$ cat src/rtl/circle_sequencer.sv
// circle_sequencer: command front-end for the circle drawing engine.
// Accepts one circle command over valid/ready, optionally clears the frame
// to a background colour, then holds the engine's level start until done.
// Optional feature macro: CIRCLE_SEQ_CLEAR_EN (frame clear before each circle).
module circle_sequencer #(
  parameter int SCREEN_W = 160,
  parameter int SCREEN_H = 120
) (
  input  logic       clk,
  input  logic       rst_n,
  input  logic       cmd_valid,
  output logic       cmd_ready,
  input  logic [7:0] cmd_centre_x,
  input  logic [6:0] cmd_centre_y,
  input  logic [7:0] cmd_radius,
  input  logic [2:0] cmd_colour,
  input  logic [2:0] bg_colour,
  output logic       circ_start,
  output logic [7:0] circ_centre_x,
  output logic [6:0] circ_centre_y,
  output logic [7:0] circ_radius,
  output logic [2:0] circ_colour,
  input  logic       circ_done,
  input  logic [7:0] circ_x,
  input  logic [6:0] circ_y,
  input  logic [2:0] circ_colour_in,
  input  logic       circ_plot,
  output logic [7:0] vga_x,
  output logic [6:0] vga_y,
  output logic [2:0] vga_colour,
  output logic       vga_plot,
  output logic       busy,
  output logic       done
);

  typedef enum logic [1:0] {IDLE, CLEAR, DRAW, RELEASE} state_t;

  typedef struct packed {
    logic [7:0] cx;
    logic [6:0] cy;
    logic [7:0] r;
    logic [2:0] col;
  } circ_cmd_t;

  state_t    state_q, state_d;
  circ_cmd_t cmd_q;
  logic      accept;

  assign accept = cmd_valid && cmd_ready;

`ifdef CIRCLE_SEQ_CLEAR_EN
  localparam logic [7:0] X_MAX = 8'(SCREEN_W - 1);
  localparam logic [6:0] Y_MAX = 7'(SCREEN_H - 1);

  logic [7:0] clr_x;
  logic [6:0] clr_y;
  logic [2:0] bg_q;
  logic       clr_last;

  assign clr_last = (clr_x == X_MAX) && (clr_y == Y_MAX);

  // Raster scan counters: x fastest, wrap to the next row at the right edge.
  always_ff @(posedge clk) begin
    if (!rst_n) begin
      clr_x <= '0;
      clr_y <= '0;
    end else if (accept) begin
      clr_x <= '0;
      clr_y <= '0;
    end else if (state_q == CLEAR) begin
      if (clr_x == X_MAX) begin
        clr_x <= '0;
        clr_y <= (clr_y == Y_MAX) ? '0 : clr_y + 7'd1;
      end else begin
        clr_x <= clr_x + 8'd1;
      end
    end
  end

  // Background colour is captured with the command it belongs to.
  always_ff @(posedge clk) begin
    if (!rst_n)      bg_q <= '0;
    else if (accept) bg_q <= bg_colour;
  end
`else
  // Background colour has no consumer when the clear phase is compiled out.
  logic unused_bg;
  assign unused_bg = ^bg_colour;
`endif

  // State register.
  always_ff @(posedge clk) begin
    if (!rst_n) state_q <= IDLE;
    else        state_q <= state_d;
  end

  // Command fields held stable from acceptance until the next accept.
  always_ff @(posedge clk) begin
    if (!rst_n)      cmd_q <= '0;
    else if (accept) cmd_q <= '{cx: cmd_centre_x, cy: cmd_centre_y,
                                r: cmd_radius, col: cmd_colour};
  end

  // Next-state: clear (optional), draw until engine done, one release cycle.
  always_comb begin
    state_d = state_q;
    case (state_q)
      IDLE: begin
`ifdef CIRCLE_SEQ_CLEAR_EN
        if (accept) state_d = CLEAR;
`else
        if (accept) state_d = DRAW;
`endif
      end
`ifdef CIRCLE_SEQ_CLEAR_EN
      CLEAR:   if (clr_last) state_d = DRAW;
`endif
      DRAW:    if (circ_done) state_d = RELEASE;
      RELEASE: state_d = IDLE;
      default: state_d = IDLE;
    endcase
  end

  // VGA mux: clear pixels, engine pass-through in DRAW, quiet otherwise.
  always_comb begin
    vga_x      = '0;
    vga_y      = '0;
    vga_colour = '0;
    vga_plot   = 1'b0;
    case (state_q)
`ifdef CIRCLE_SEQ_CLEAR_EN
      CLEAR: begin
        vga_x      = clr_x;
        vga_y      = clr_y;
        vga_colour = bg_q;
        vga_plot   = 1'b1;
      end
`endif
      DRAW: begin
        vga_x      = circ_x;
        vga_y      = circ_y;
        vga_colour = circ_colour_in;
        vga_plot   = circ_plot;
      end
      default: ;
    endcase
  end

  assign cmd_ready     = (state_q == IDLE);
  assign busy          = (state_q != IDLE);
  assign done          = (state_q == RELEASE);
  assign circ_start    = (state_q == DRAW);
  assign circ_centre_x = cmd_q.cx;
  assign circ_centre_y = cmd_q.cy;
  assign circ_radius   = cmd_q.r;
  assign circ_colour   = cmd_q.col;

endmodule

$ cat config.mk
export PLATFORM = sky130hd
export DESIGN_NAME = circle_sequencer
export DESIGN_NICKNAME = d
export VERILOG_FILES = /design/src/rtl/circle_sequencer.sv
export SDC_FILE = /design/constraint.sdc
export NUM_CORES = 1
export LEC_CHECK = 0
export ABC_AREA = 1
export CORE_MARGIN = 2
export CORE_UTILIZATION = 37
export CTS_CLUSTER_DIAMETER = 40
export DETAILED_ROUTE_END_ITERATION = 12
export PLACE_DENSITY_LB_ADDON = 0.25
export SLEW_MARGIN = 15
export SYNTH_ARGS = -nofsm -noshare
export SYNTH_HDL_FRONTEND = slang
export SYNTH_SLANG_ARGS = --single-unit
$ cat constraint.sdc
create_clock -name clk -period 2.7 [get_ports clk]
set_clock_uncertainty 0.1 [all_clocks]
set_input_delay 0.54 -clock clk [delete_from_list [all_inputs] [get_ports clk]]
set_output_delay 0.54 -clock clk [all_outputs]
set_load 0.005 [all_outputs]
After elaboration in Yosys (flattened, before gate mapping)
Cells that the tools add are included.
{"block": "word_totals", "regBits": 28, "wordCells": 20}
{"block": "classes", "n_eq_ne": 4, "n_mux": 7, "n_reduce_logical": 4}
{"cell": "$mux W8", "n": 1}
{"cell": "$mux W7", "n": 1}
{"cell": "$eq A2 B2 Y1 const B", "n": 2}
{"cell": "$mux W2", "n": 2}
{"cell": "$ne A2 B1 Y1 const B", "n": 2}
{"cell": "$pmux W2 S2", "n": 1}
{"cell": "$mux W3", "n": 1}
{"cell": "$logic_not A2 Y1", "n": 1}
{"cell": "$reduce_and A2 Y1", "n": 1}
{"cell": "$reduce_bool A2 Y1", "n": 1}
{"cell": "$logic_and A1 B1 Y1", "n": 1}
{"cell": "$mux W1", "n": 1}

Depth between registers and ports, before layout
{"block": "logic_depth", "ltp_word": 4, "depth_mapped": 5, "ltp_nobuf": 4}

Worst setup path before layout
OpenSTA, ideal clock, no wires.
{"block": "synth_path", "kind": "reg-to-output", "startpoint": "reg state_q[1]", "endpoint": "out busy", "t_arrival_ns": 0.767, "slack_ns": 1.293, "stages_incl_launch_ff": 4, "path_buffers": 1, "cell_sequence": "dfxtp_1 > nor2_4 > buf_6 > inv_1"}
{"block": "synth_between", "elab_chain_cells": 1}
{"item": "start, declared", "line": "45", "rtl": "state_t state_q, state_d;"}
{"item": "start signal, assigned", "line": "94", "rtl": "else state_q <= state_d;"}
{"item": "$reduce_bool A2 Y1", "line": "150", "rtl": "assign busy = (state_q != IDLE);"}
{"item": "end, declared", "line": "32", "rtl": "output logic busy,"}
No other way between the ends.

Worst setup path in the final report
{"block": "layout_path", "startpoint": "reg state_q[1]", "endpoint": "out vga_x[0]"}
{"block": "layout_between", "elab_chain_cells": 2}
{"item": "$eq A2 B2 Y1", "line": "130", "rtl": "case (state_q)"}
{"item": "$mux W8", "line": "130"}
{"item": "end, declared", "line": "28", "rtl": "output logic [7:0] vga_x,"}
No other way between the ends.

==> flow_summary.ini <==
[run_status]
status = completed

[grt]
busiest_layer = met2
globalRoute.totalOverflow = 0
grt_antenna_before_repair = 0
grt_first_pass_wirelength_um = 5780
met3_layer_usage_reported_by_global_route_pct = 2.39
grt_pass1_vias = 1267
m1_gr_usage_pct = 21.2
grt_start_max_net_pins = 54
global_route.usage.met2_pct = 28.7
grt_use_total_pct = 16.5

[synth]
yosys.cell_count.top_type = inv_1
synthesis.yosys.warnings = 0
netlist_area_sq_um = 1420
synth.top_cell.area_share_pct = 39.4
ys_ff_latch = 28
yosysUniqueCellTypes = 12
postSynth.topFlopCell = dfxtp_1
synth-async-reset-ratio_pct = 0
ys_top_cells_by_count = inv_1 (49), nor2_1 (46), nand2_1 (29), dfxtp_1 (28)
synthDominantAreaCellType = dfxtp_1
number_of_nets_in_the_synthesized_netlist = 274
netlist_top_cells_area = dfxtp_1 (39%), inv_1 (13%), nor2_1 (12%), a21oi_1 (9.1%), nand3_1 (9.1%)
syn-mean-instance-area_sq_um = 6.41
synthesis.instances = 222
seq_total_area_yosys_pct = 39.4
number_of_flops_mapped_to_enable_cells_by_yosys = 0

[die]
core_area_sq_um = 3690
pin_count = 101
die-height_um = 66.0
placementRows = 22
floorplan.die_area_sq_um = 4360
effective_utilization_at_floorplan_pct = 38.6
die_x_um = 66.0

[placed_design]
detailedPlacementHpwl_um = 2620
finalWeightedCongestion = 0.685
pre_cts_slack_ns = 0.369
port-buffer-count = 97
dpl-instance-area_sq_um = 2350

[sta]
final.setup.tns_ns = 0
finalSetupViolCount = 0
slew_headroom_pct = 42.1
fin_crit_ns = 2.49
finalHoldViolations = 0
tightest_slew_ns = 0.869
rsz_0062_raised_after_global_routing = false
final.period_utilization_pct = 92.1
maximum_clock_frequency_mhz = 402
final.setup.worst_slack_ns = 0.212
timing.final.max_slew_violations = 0

[power]
pwr_total_w = 0.00110
sequential_fraction_of_design_power_pct = 42.5
pwr_per_cell_area_nw_per_um2 = 454
clkPwrFrac_pct = 29.2
worst_ir_drop_vdd_uv = 262
power_frac_comb_pct = 28.3
power.switching_w = 0.000263
switching_part_of_the_total_power_pct = 23.9
leakage_nw = 1.18
power_report.internal_total_w = 0.000836

[route]
detail_route.drc_violations = 0
antenna_left = 0
drt_iter0_markers = 34
vias = 1532
first_pass_iters = 5
via_per_inst = 4.29
routedWlPerCell_um = 10.1
detail_route.wirelength_um = 3590

[clocking]
cts_max_path_buffers = 2
clock-root-buffer = clkbuf_8
source_to_sink_clock_delay_at_the_later_pin_of_the_worst_skew_pair_ns = 0.27
post_cts.repair.setup_buffers = 0
numCtsBuffers = 3
tritoncts_num_sinks = 28
cts_tree = yes
cts_max_level = 1
post_cts_hold_buffer_count = 0
postCtsResizedCells = 0
clkTransAtPathRegs_ns = 0.09

[final_layout]
n_antenna_cell = 0
layout.filler_cells = 357
final_design_area_no_fill_sq_um = 2420
layout-drive-gt1-share_pct = 2.59
layout.nets = 362
synth_to_layout_area_growth_pct = 70.1

[setup_path]
critPathCaptureType = output pin
worstSetupStartpointType = flop
crit_path_top_delay_cell = clkdlybuf4s50_1
critical_path_class = flop to output pin
worstPathRequired_ns = 2.06
worstPathMaxFanout = 21
cp_cell_sequence = nand2_1, nor2_1, clkdlybuf4s50_1
timing.critical_path.max_delay_family = simple AND/OR/NAND/NOR gates
critical-path-max-stage-delay_ns = 0.54
path_buf_inv = 1
worst_ep_arrival_time_ns = 1.85

[min_path]
hold_path_class = flop to flop

[run]
cap_violations = 0
## path summary, 6_finish.rpt
check | start | endpoint | cells past startpoint | slack, ns
worst min-delay path | circ_colour[1] | circ_colour[1] | 2 | 0.39
worst max-delay path | state_q[1] | vga_x[0] | 3 | 0.21
worst min register to register | circ_colour[1] | circ_colour[1] | 2 | 0.39
worst max register to register | state_q[1] | circ_centre_x[1] | 5 | 1.18
## cell families after synthesis
kind of cell | share of synthesized area [%]
AND/OR/NAND/NOR | 29.7
buffers and inverters | 21.0
flip-flops | 39.4
AO/OA/AOI/OAI | 9.85
## area by class of cell
type                       instances  area [sq um]  area share, %
tap                               48          60.1           2.48
clock inverter                     1          30.0           1.24
sequential                        28           561           23.2
clock buffer                       3          41.3           1.71
inverter                          49           184           7.60
multi-input combinational        129           563           23.3
timing repair buffer              99           981           40.5
## state kept, by name, indices dropped and copies added, names as in the netlist
signal and flops:
circ_colour 3, state_q 2, circ_radius 8, circ_centre_x 8, circ_centre_y 7
## per-stage QoR
stage / instances / util [%] / hold slack, ns
after floorplan: 222 / - / 0.375
after global placement: 353 / 63.7 / 0.360
after detailed placement: 353 / 63.7 / 0.370
after CTS: 357 / 65.6 / 0.393
after global routing: 357 / 65.6 / 0.410
final: 357 / 65.6 / 0.387
## cell usage in the layout, fill, tap and decap left out
cell / count
a21oi_1: 26
nand2_1: 29
nand3_1: 26
buf_2: 1
nor2_1: 46
o211a_1: 1
clkdlybuf4s50_1: 96
dfxtp_1: 28
inv_1: 49
nor2_4: 1
clkbuf_8: 3
bufinv_16: 1
buf_4: 2
## power by group through the flow
stage | Sequential, W | Combinational (W) | Clock (W)
after CTS | 0.000467 | 0.000315 | 0.000334
final | 0.000467 | 0.000311 | 0.000321
after floorplan | 0.000479 | 0.000138 | 0
after global placement | 0.000475 | 0.000310 | 0
after global routing | 0.000472 | 0.000346 | 0.000349
after detailed placement | 0.000476 | 0.000314 | 0
## worst register-to-register path, cell delays in order, from the launching register on
cell and delay, ns:
dfxtp_1 0.36, nor2_4 0.24, buf_4 0.43, nand3_1 0.14
nand2_1 0.10, nor2_1 0.04
## layer usage
layer / wire (um) / up-vias
li1: - / 832
met1: 1640 / 649
met2: 1670 / 49
met3: 254 / 2
met4: 27 / 0
met5: 0 / -
Note: power is estimated with default switching activity, not from simulation.
